`config.mk`:
```
export PLATFORM = sky130hd
export DESIGN_NAME = tt_um_sliced_adder
export DESIGN_NICKNAME = d
export VERILOG_FILES = /design/src/rtl/tt_um_sliced_adder_pkg.sv /design/src/rtl/tt_um_sliced_adder_slice.sv /design/src/rtl/tt_um_sliced_adder.sv
export SDC_FILE = /design/constraint.sdc
export NUM_CORES = 1
export LEC_CHECK = 0
export CAP_MARGIN = 25
export CORE_MARGIN = 2
export CORE_UTILIZATION = 25
export DETAILED_ROUTE_END_ITERATION = 8
export GPL_ROUTABILITY_DRIVEN = 0
export PLACE_DENSITY = 0.49
export SYNTH_ARGS = -nofsm -noshare
export SYNTH_HDL_FRONTEND = slang
export SYNTH_SLANG_ARGS = --single-unit
```
`constraint.sdc`:
```
create_clock -name clk -period 2.8 [get_ports clk]
set_input_delay 0.56 -clock clk [delete_from_list [all_inputs] [get_ports clk]]
set_output_delay 0.56 -clock clk [all_outputs]
set_load 0.01 [all_outputs]
```
`src/rtl/tt_um_sliced_adder_pkg.sv`:
```
// Shared definitions for the sliced adder: request modes, FSM encoding and
// the signed-overflow rule used on the effective operands.
package tt_um_sliced_adder_pkg;

  typedef enum logic [1:0] {
    MODE_ADD = 2'b00,
    MODE_SUB = 2'b01,
    MODE_ACC = 2'b10,
    MODE_CLR = 2'b11
  } mode_e;

  typedef enum logic [1:0] {
    ST_IDLE = 2'b00,
    ST_BUSY = 2'b01,
    ST_DONE = 2'b10
  } state_e;

  // Two's-complement overflow: like-signed operands producing an unlike-signed result.
  function automatic logic signed_ovf(input logic a_msb, input logic b_msb, input logic s_msb);
    return (a_msb == b_msb) && (s_msb != a_msb);
  endfunction

endpackage

```
`src/rtl/tt_um_sliced_adder_slice.sv`:
```
// Combinational ripple-carry adder over one SLICE-bit chunk, built from
// full-adder cells; reused by the top on every BUSY cycle.
module adder_slice
  import tt_um_sliced_adder_pkg::*;
#(
  parameter int unsigned SLICE = 4
) (
  input  logic [SLICE-1:0] a,
  input  logic [SLICE-1:0] b,
  input  logic             cin,
  output logic [SLICE-1:0] s,
  output logic             cout
);

  logic [SLICE:0] c;

  assign c[0] = cin;

  for (genvar i = 0; i < SLICE; i++) begin : g_fa
    assign s[i]   = a[i] ^ b[i] ^ c[i];
    assign c[i+1] = (a[i] & b[i]) | (c[i] & (a[i] ^ b[i]));
  end

  assign cout = c[SLICE];

endmodule

```
`src/rtl/tt_um_sliced_adder.sv`:
```
// Multi-cycle adder/subtractor/accumulator that processes SLICE bits per clock
// through a single shared slice adder, with valid/ready handshakes on both sides.
module tt_um_sliced_adder
  import tt_um_sliced_adder_pkg::*;
#(
  parameter int unsigned WIDTH = 8,
  parameter int unsigned SLICE = 4
) (
  input  logic             clk,
  input  logic             rst_n,
  input  logic [WIDTH-1:0] a,
  input  logic [WIDTH-1:0] b,
  input  logic             cin,
  input  logic [1:0]       mode,
  input  logic             in_valid,
  output logic             in_ready,
  output logic [WIDTH-1:0] sum,
  output logic             cout,
  output logic             ovf,
  output logic             out_valid,
  input  logic             out_ready
);

  localparam int unsigned NSLICE = (SLICE > 0) ? WIDTH / SLICE : 1;
  localparam int unsigned KW     = (NSLICE > 1) ? $clog2(NSLICE) : 1;
  localparam logic [KW-1:0] K_LAST = KW'(NSLICE - 1);
  localparam logic [WIDTH-1:0] SLICE_MASK = (WIDTH'(1) << SLICE) - WIDTH'(1);

  if (SLICE == 0) begin : g_bad_slice
    $error("tt_um_sliced_adder: SLICE must be at least 1");
  end else if ((WIDTH % SLICE) != 0) begin : g_bad_width
    $error("tt_um_sliced_adder: WIDTH must be a multiple of SLICE");
  end

  state_e           state_q, state_d;
  mode_e            mode_q, mode_d;
  logic [KW-1:0]    k_q, k_d;
  logic [WIDTH-1:0] op_a_q, op_a_d;
  logic [WIDTH-1:0] op_b_q, op_b_d;
  logic [WIDTH-1:0] res_q, res_d;
  logic [WIDTH-1:0] acc_q, acc_d;
  logic [WIDTH-1:0] sum_q, sum_d;
  logic             carry_q, carry_d;
  logic             cout_q, cout_d;
  logic             ovf_q, ovf_d;
  logic             in_ready_q, in_ready_d;
  logic             out_valid_q, out_valid_d;

  mode_e            req_mode;
  int unsigned      base;
  logic [SLICE-1:0] sl_a, sl_b, sl_s;
  logic             sl_cout;
  logic [WIDTH-1:0] res_next;

  assign req_mode = mode_e'(mode);

  // Select the operand bits for the current slice and splice its result back in.
  always_comb begin
    base     = 32'(k_q) * SLICE;
    sl_a     = SLICE'(op_a_q >> base);
    sl_b     = SLICE'(op_b_q >> base);
    res_next = (res_q & ~(SLICE_MASK << base)) | (WIDTH'(sl_s) << base);
  end

  adder_slice #(
    .SLICE(SLICE)
  ) u_slice (
    .a   (sl_a),
    .b   (sl_b),
    .cin (carry_q),
    .s   (sl_s),
    .cout(sl_cout)
  );

  always_comb begin
    state_d  = state_q;
    mode_d   = mode_q;
    k_d      = k_q;
    op_a_d   = op_a_q;
    op_b_d   = op_b_q;
    res_d    = res_q;
    acc_d    = acc_q;
    sum_d    = sum_q;
    carry_d  = carry_q;
    cout_d   = cout_q;
    ovf_d    = ovf_q;

    case (state_q)
      ST_IDLE: begin
        if (in_valid && in_ready_q) begin
          // Latch the effective operands so later input changes cannot disturb the op.
          mode_d  = req_mode;
          k_d     = '0;
          res_d   = '0;
          op_a_d  = (req_mode == MODE_ACC) ? acc_q : a;
          op_b_d  = (req_mode == MODE_SUB) ? ~b : b;
          carry_d = (req_mode == MODE_SUB) ? 1'b1 : cin;
          if (req_mode == MODE_CLR) begin
            state_d = ST_DONE;
            acc_d   = '0;
            sum_d   = '0;
            cout_d  = 1'b0;
            ovf_d   = 1'b0;
          end else begin
            state_d = ST_BUSY;
          end
        end
      end
      ST_BUSY: begin
        res_d   = res_next;
        carry_d = sl_cout;
        k_d     = k_q + KW'(1);
        if (k_q == K_LAST) begin
          state_d = ST_DONE;
          k_d     = '0;
          sum_d   = res_next;
          cout_d  = sl_cout;
          ovf_d   = signed_ovf(op_a_q[WIDTH-1], op_b_q[WIDTH-1], res_next[WIDTH-1]);
          if (mode_q == MODE_ACC) begin
            acc_d = res_next;
          end
        end
      end
      ST_DONE: begin
        if (out_ready) begin
          state_d = ST_IDLE;
        end
      end
      default: begin
        state_d = ST_IDLE;
      end
    endcase

    in_ready_d  = (state_d == ST_IDLE);
    out_valid_d = (state_d == ST_DONE);
  end

  always_ff @(posedge clk or negedge rst_n) begin
    if (!rst_n) begin
      state_q     <= ST_IDLE;
      mode_q      <= MODE_ADD;
      k_q         <= '0;
      op_a_q      <= '0;
      op_b_q      <= '0;
      res_q       <= '0;
      acc_q       <= '0;
      sum_q       <= '0;
      carry_q     <= 1'b0;
      cout_q      <= 1'b0;
      ovf_q       <= 1'b0;
      in_ready_q  <= 1'b1;
      out_valid_q <= 1'b0;
    end else begin
      state_q     <= state_d;
      mode_q      <= mode_d;
      k_q         <= k_d;
      op_a_q      <= op_a_d;
      op_b_q      <= op_b_d;
      res_q       <= res_d;
      acc_q       <= acc_d;
      sum_q       <= sum_d;
      carry_q     <= carry_d;
      cout_q      <= cout_d;
      ovf_q       <= ovf_d;
      in_ready_q  <= in_ready_d;
      out_valid_q <= out_valid_d;
    end
  end

  assign in_ready  = in_ready_q;
  assign out_valid = out_valid_q;
  assign sum       = sum_q;
  assign cout      = cout_q;
  assign ovf       = ovf_q;

endmodule

```
* Word-level counts from Yosys, hierarchy flattened
Index checks and enable logic that the tools add are counted.
** Storage, ports and cells
- Word-level logic and storage cells :: 92
- Input bits :: 23
- Register bits after elaboration :: 50
** Cells by class
- Reduce and logical (&&, ||, !) cells :: 9
- Shifts and indexed selects :: 4
- Eq/ne operators :: 13
- Multiplexer cells :: 28
- Bitwise logic cells :: 24
- Add/subtract/negate cells :: 1
** Operators by type and width (count)
- 2-to-1 mux 8 bit :: 8
- case mux 8 bit (2 select lines) :: 3
- NOT 8 bit :: 2
- >> shifter 8 x 3 -> 4 bit :: 2
- == test 2 bit, second input constant :: 5
- bitwise AND 1 bit :: 8
- bitwise AND 8 bit :: 1
- 2-to-1 mux 1 bit :: 8
- 2-to-1 mux 2 bit :: 4
- inequality test 2 bit, second input constant :: 4
- OR 8 bit :: 1
- case mux 1 bit (2 select lines) :: 4
- left shift 4 x 3 -> 8 bit :: 1
- left shift 4 x 3 -> 8 bit, first input constant :: 1
- bitwise XOR 1 bit :: 8
- case mux 2 bit (3 select lines) :: 1
- AND reduction 5 bit :: 1
- == test 2 x 1 -> 1 bit, second input constant :: 2
- logical NOT 2 bit :: 2
- OR 1 bit :: 4
- AND reduction 2 bit :: 2
- AND reduction 4 bit :: 1
- logical AND 1 bit :: 2
- nonzero test 2 bit :: 1
- 3 further kinds :: 3

* Depth between registers and ports, before layout
- Word-level depth :: 15
- Depth in mapped cells :: 13
- Gate-level depth less buffers :: 11

* Modules after synthesis
A second synthesis with hierarchy kept.
** Unflattened totals
- Cell total of the unflattened synthesis :: 223
- Area total of the unflattened synthesis :: 2522.4 um^2
** By module, submodules not included
- tt_um_sliced_adder :: sequential area each 1252.5 um^2, cells an instance 209, area an instance 2404.8 um^2, times used 1
- adder_slice :: sequential area each 0.0 um^2, cells an instance 14, area an instance 117.6 um^2, times used 1

* Worst setup path before layout
Ideal clock, no wire load.
- Path kind :: reg-to-reg
- Start point :: register k_q
- End point :: register ovf_q, in the netlist ovf
- Clock period less this slack :: 2.893 ns
- Stages on the path, launching flop included :: 14
- Arrival :: 2.761 ns
- Path slack :: -0.093 ns
- Data required time :: 2.668 ns
- Path buffers :: 2
- Cell sequence :: dfrtp_1 buf_2 buf_2 mux2i_1 fa_1 inv_1 fa_1 inv_1 fa_1 inv_1 fa_1 mux2i_1 mux2i_1 o22ai_1
** On the way
- Cells in the longest elaborated chain, start to end :: 15
** RTL lines
- from (decl) :: RTL line tt_um_sliced_adder.sv:37 : logic [KW-1:0] k_q, k_d;
- from (signal assigned) :: RTL line tt_um_sliced_adder.sv:156 : k_q <= k_d;
- >> shifter 8 x 3 -> 4 bit, on equally long branches :: RTL line tt_um_sliced_adder.sv:60, tt_um_sliced_adder.sv:61
- bitwise XOR 1 bit :: RTL line tt_um_sliced_adder_slice.sv:21 : assign c[i+1] = (a[i] & b[i]) | (c[i] & (a[i] ^ b[i]));
- bitwise AND 1 bit :: RTL line tt_um_sliced_adder_slice.sv:21
- OR 1 bit :: RTL line tt_um_sliced_adder_slice.sv:21
- bitwise AND 1 bit :: RTL line tt_um_sliced_adder_slice.sv:21
- OR 1 bit :: RTL line tt_um_sliced_adder_slice.sv:21
- bitwise AND 1 bit :: RTL line tt_um_sliced_adder_slice.sv:21
- OR 1 bit :: RTL line tt_um_sliced_adder_slice.sv:21
- bitwise XOR 1 bit :: RTL line tt_um_sliced_adder_slice.sv:20 : assign s[i] = a[i] ^ b[i] ^ c[i];
- left shift 4 x 3 -> 8 bit :: RTL line tt_um_sliced_adder.sv:62 : res_next = (res_q & ~(SLICE_MASK << base)) | (WIDTH'(sl_s) << base);
- OR 8 bit :: RTL line tt_um_sliced_adder.sv:62
- inequality test 1 bit :: RTL line tt_um_sliced_adder_pkg.sv:20 : return (a_msb == b_msb) && (s_msb != a_msb);
- logical AND 1 bit :: RTL line tt_um_sliced_adder_pkg.sv:20
- 2-to-1 mux 1 bit :: RTL line tt_um_sliced_adder.sv:113 : if (k_q == K_LAST) begin
- case mux 1 bit (2 select lines) :: RTL line tt_um_sliced_adder.sv:88 : case (state_q)
- to (signal assigned) :: RTL line tt_um_sliced_adder.sv:164 : ovf_q <= ovf_d;
- to (decl) :: RTL line tt_um_sliced_adder.sv:45 : logic ovf_q, ovf_d;
Several ways; a longest one is shown, not always the timed one. The select of a mux whose other input is x is not followed.
A chain may end at the register's enable or synchronous reset.

* Worst setup path in the final report
Ends and elaborated chain as after synthesis.

==> flow_summary_export.csv <==
group,metric,value,unit
layout,drive_gt1_frac,0.1230,
floorplanning,core_area,8763,um2
worst_setup_path,cp-start-kind,"flop",
cts,clk_pin_slew,100,ps
worst_setup_path,rr_worst_depth,11,
cts,cts_made_buffers,5,
sta,fmax,0.3673,GHz
grt,grt_pass1_vias,1594,
worst_setup_path,crit_required,2960,ps
floorplanning,die_x,99.42,um
synthesis,syn_inst,208,
cts,postCtsHoldBufs,0,
synthesis,syn_avg_cell_area,10.94,um2
placed_design,io_buffers,34,
sta,slew_violations,0,
routing,wl_per_cell,14.58,um
worst_setup_path,path_cells,"mux2i_2, fa_2, inv_2, fa_1, inv_1, fa_2, inv_2, fa_1, mux2i_1, mux2i_1, o22ai_1",
pwr,power_density,1137,nW/um2
sta,post-route-period-util,0.9725,
layout,multiInputGateArea,996.0,um2
worst_setup_path,crit_slowest_cell,"dfrtp_2",
floorplanning,rows,34,
cts,clock_path_buffers,2,
routing,viasPerCell,4.622,
routing,remaining_drc_errors,0,
routing,wl,5132,um
synthesis,ys_seq_elements,47,
pwr,leakage,0.001152,uW
floorplanning,die-area,9883,um2
sta,setup_viol,0,
synthesis,synth_edf_count,0,
worst_setup_path,path_class,"reg2reg",
routing,ant_nets,0,
grt,track_usage,0.1107,
synthesis,syn_nets,235,
run,maxCapViolations,0,
synthesis,synthArstFlopShare,1.000,
synthesis,ys_types,35,
cts,root_buffer,"clkbuf_8",
routing,drt_iter0_drc,44,
worst_setup_path,crit_fanout,4,
grt,grt_pass1_wl,8562,um
sta,hold_viol_final,0,
layout,antenna_cells,0,
layout,syn_to_final_growth,23.91,%
worst_setup_path,arrival,2890,ps
worst_setup_path,max_stage_delay,460,ps
cts,clk_latency,300,ps
worst_hold_path,holdCritPathClass,"in2async",
sta,skew,13.01,ps
grt,overflow,0,
cts,htreeDepth,2,
routing,firstDrtPassIters,5,
pwr,ir_drop,0.3716,mV
sta,slew_headroom,0.5965,
cts,cts.sinks,47,
sta,rsz0062_at_grt,"yes",
synthesis,yosys_most_used_dff,"dfrtp_1",
status,status,"complete, no violations",
layout,seqCellArea,1179,um2
synthesis,syn-cell-area,2276,um2
synthesis,yosys_warnings,0,
pwr,total_power,3207,uW
sta,tightest_slew,605.3,ps
sta,fin_crit,2723,ps
layout,n_fill_cell,930,
grt,antenna_found_initial,0,
synthesis,yosysSeqAreaShare,0.5173,
grt,grt_max_degree,48,
routing,vias,1627,
placed_design,hpwl,3707,um
layout,final_nets,270,
floorplanning,fp.dieH,99.42,um
cts,cts_tree,"built",
worst_setup_path,critPathCaptureType,"flop",
sta,hold_ws,349.3,ps
floorplanning,ioPinCount,35,
floorplanning,initial_utilization,0.2597,
[stage by stage]
stage            util  setup slack [ps]  std cells  cell area (um2)  setup TNS [ps]
3_3_place_gp   0.3113             97.52        344             2728               0
5_1_grt        0.3218            -59.76        352             2820          -59.76
6_report       0.3218             77.06        352             2820               0
2_1_floorplan       -            -21.74        208             2298          -21.74
3_5_place_dp   0.3113             20.62        344             2728               0
4_1_cts        0.3215             5.978        352             2818               0
[critical path: cells and delay by family (launching register included)]
family                     cells  cell delay, ps
buffers and inverters          3             170
AOI/OAI and AO/OA              1              90
muxes                          3             570
adders and majority gates      4            1290
DFF                            1             460
[what timing repair did]
item / CTS / global route
pin swaps: 0 / 3
resized for setup: 2 / 4
endpoints found under the hold margin: 0 / 0
setup buffers: 0 / 0
setup endpoints to repair: 1 / 1
[power by group]
part	switching, uW	internal (uW)
Clock	228	175
Sequential	239	995
Combinational	772	797
Total	1240	1970
[registers in the layout, indices dropped and copies added (netlist names), 2 cells and up]
register / flops
acc_q: 8
res_q: 5
sum: 8
state_q: 2
op_b_q: 8
op_a_q: 8
mode_q: 2
[synth_stat cells (all sizes together), types with 2 or more instances]
cell type	instances	area share
dfrtp	46	0.51
a21oi	19	0.042
nand2	18	0.030
nor2	18	0.030
mux2i	14	0.062
o21ai	13	0.029
buf	12	0.034
a22o	9	0.035
xnor2	8	0.031
inv	7	0.012
mux2	5	0.025
fa	4	0.035
o2bb2ai	4	0.015
and2	3	0.0082
nand3b	3	0.0099
nor2b	3	0.0082
o22ai	3	0.0082
a21o	2	0.0066
a22oi	2	0.0066
a2bb2oi	2	0.0077
clkbuf	2	0.0033
[cell type report]
cell class	count	area share
Multi-Input combinational cell	140	0.3532
Clock buffer	6	0.02573
Tap cell	108	0.04792
Clock inverter	2	0.004437
Timing Repair Buffer	42	0.1415
Inverter	7	0.009317
Sequential cell	47	0.4179
[final timing paths]
check	from	endpoint	slack, ps
worst max-delay path	k_q$_DFFE_PN0P_	ovf$_DFFE_PN0P_	80
worst min-delay path	rst_n	out_valid$_DFF_PN0_	350
worst max register to register	k_q$_DFFE_PN0P_	ovf$_DFFE_PN0P_	80
worst min register to register	acc_q[4]$_DFFE_PN0P_	acc_q[4]$_DFFE_PN0P_	510
max in group asynchronous	rst_n	k_q$_DFFE_PN0P_	2020
min in group clk	acc_q[4]$_DFFE_PN0P_	acc_q[4]$_DFFE_PN0P_	510
[cell usage in the layout (no fill, tap or decap), drive strengths merged, types with 2 or more instances in the layout]
cell type and count:
buf 9, mux2i 14, a21o 2, a2bb2oi 2
clkbuf 6, and2 3, nor2 18, a22oi 2
inv 7, nand2 18, a22o 9, o2bb2ai 4
fa 4, clkdlybuf4s50 33, a21oi 19, mux2 5
nand3b 3, dfrtp 46, o22ai 3, xnor2 8
nor2b 3, o21ai 13
[kinds of logic (layout without fill, tap and decap cells)]
logic type / count (synthesis) / in the layout / share of synthesized area
AO/OA/AOI/OAI: 57 / 57 / 0.1682
XOR/XNOR: 8 / 8 / 0.03079
adder cells (fa/ha/maj): 4 / 4 / 0.03519
buffers and inverters: 21 / 57 / 0.04893
flip-flops: 47 / 47 / 0.5173
multiplexers: 19 / 19 / 0.08631
AND/OR/NAND/NOR: 52 / 52 / 0.1132
[per-layer routing]
layer / wire length, um / track usage / up-vias
li1: - / - / 795
met1: 2552 / 0.1615 / 789
met2: 2342 / 0.1642 / 40
met3: 222 / 0.02811 / 3
met4: 14 / 0.02845 / 0
met5: 0 / 0 / -
Power figures use the tool's default switching activity.
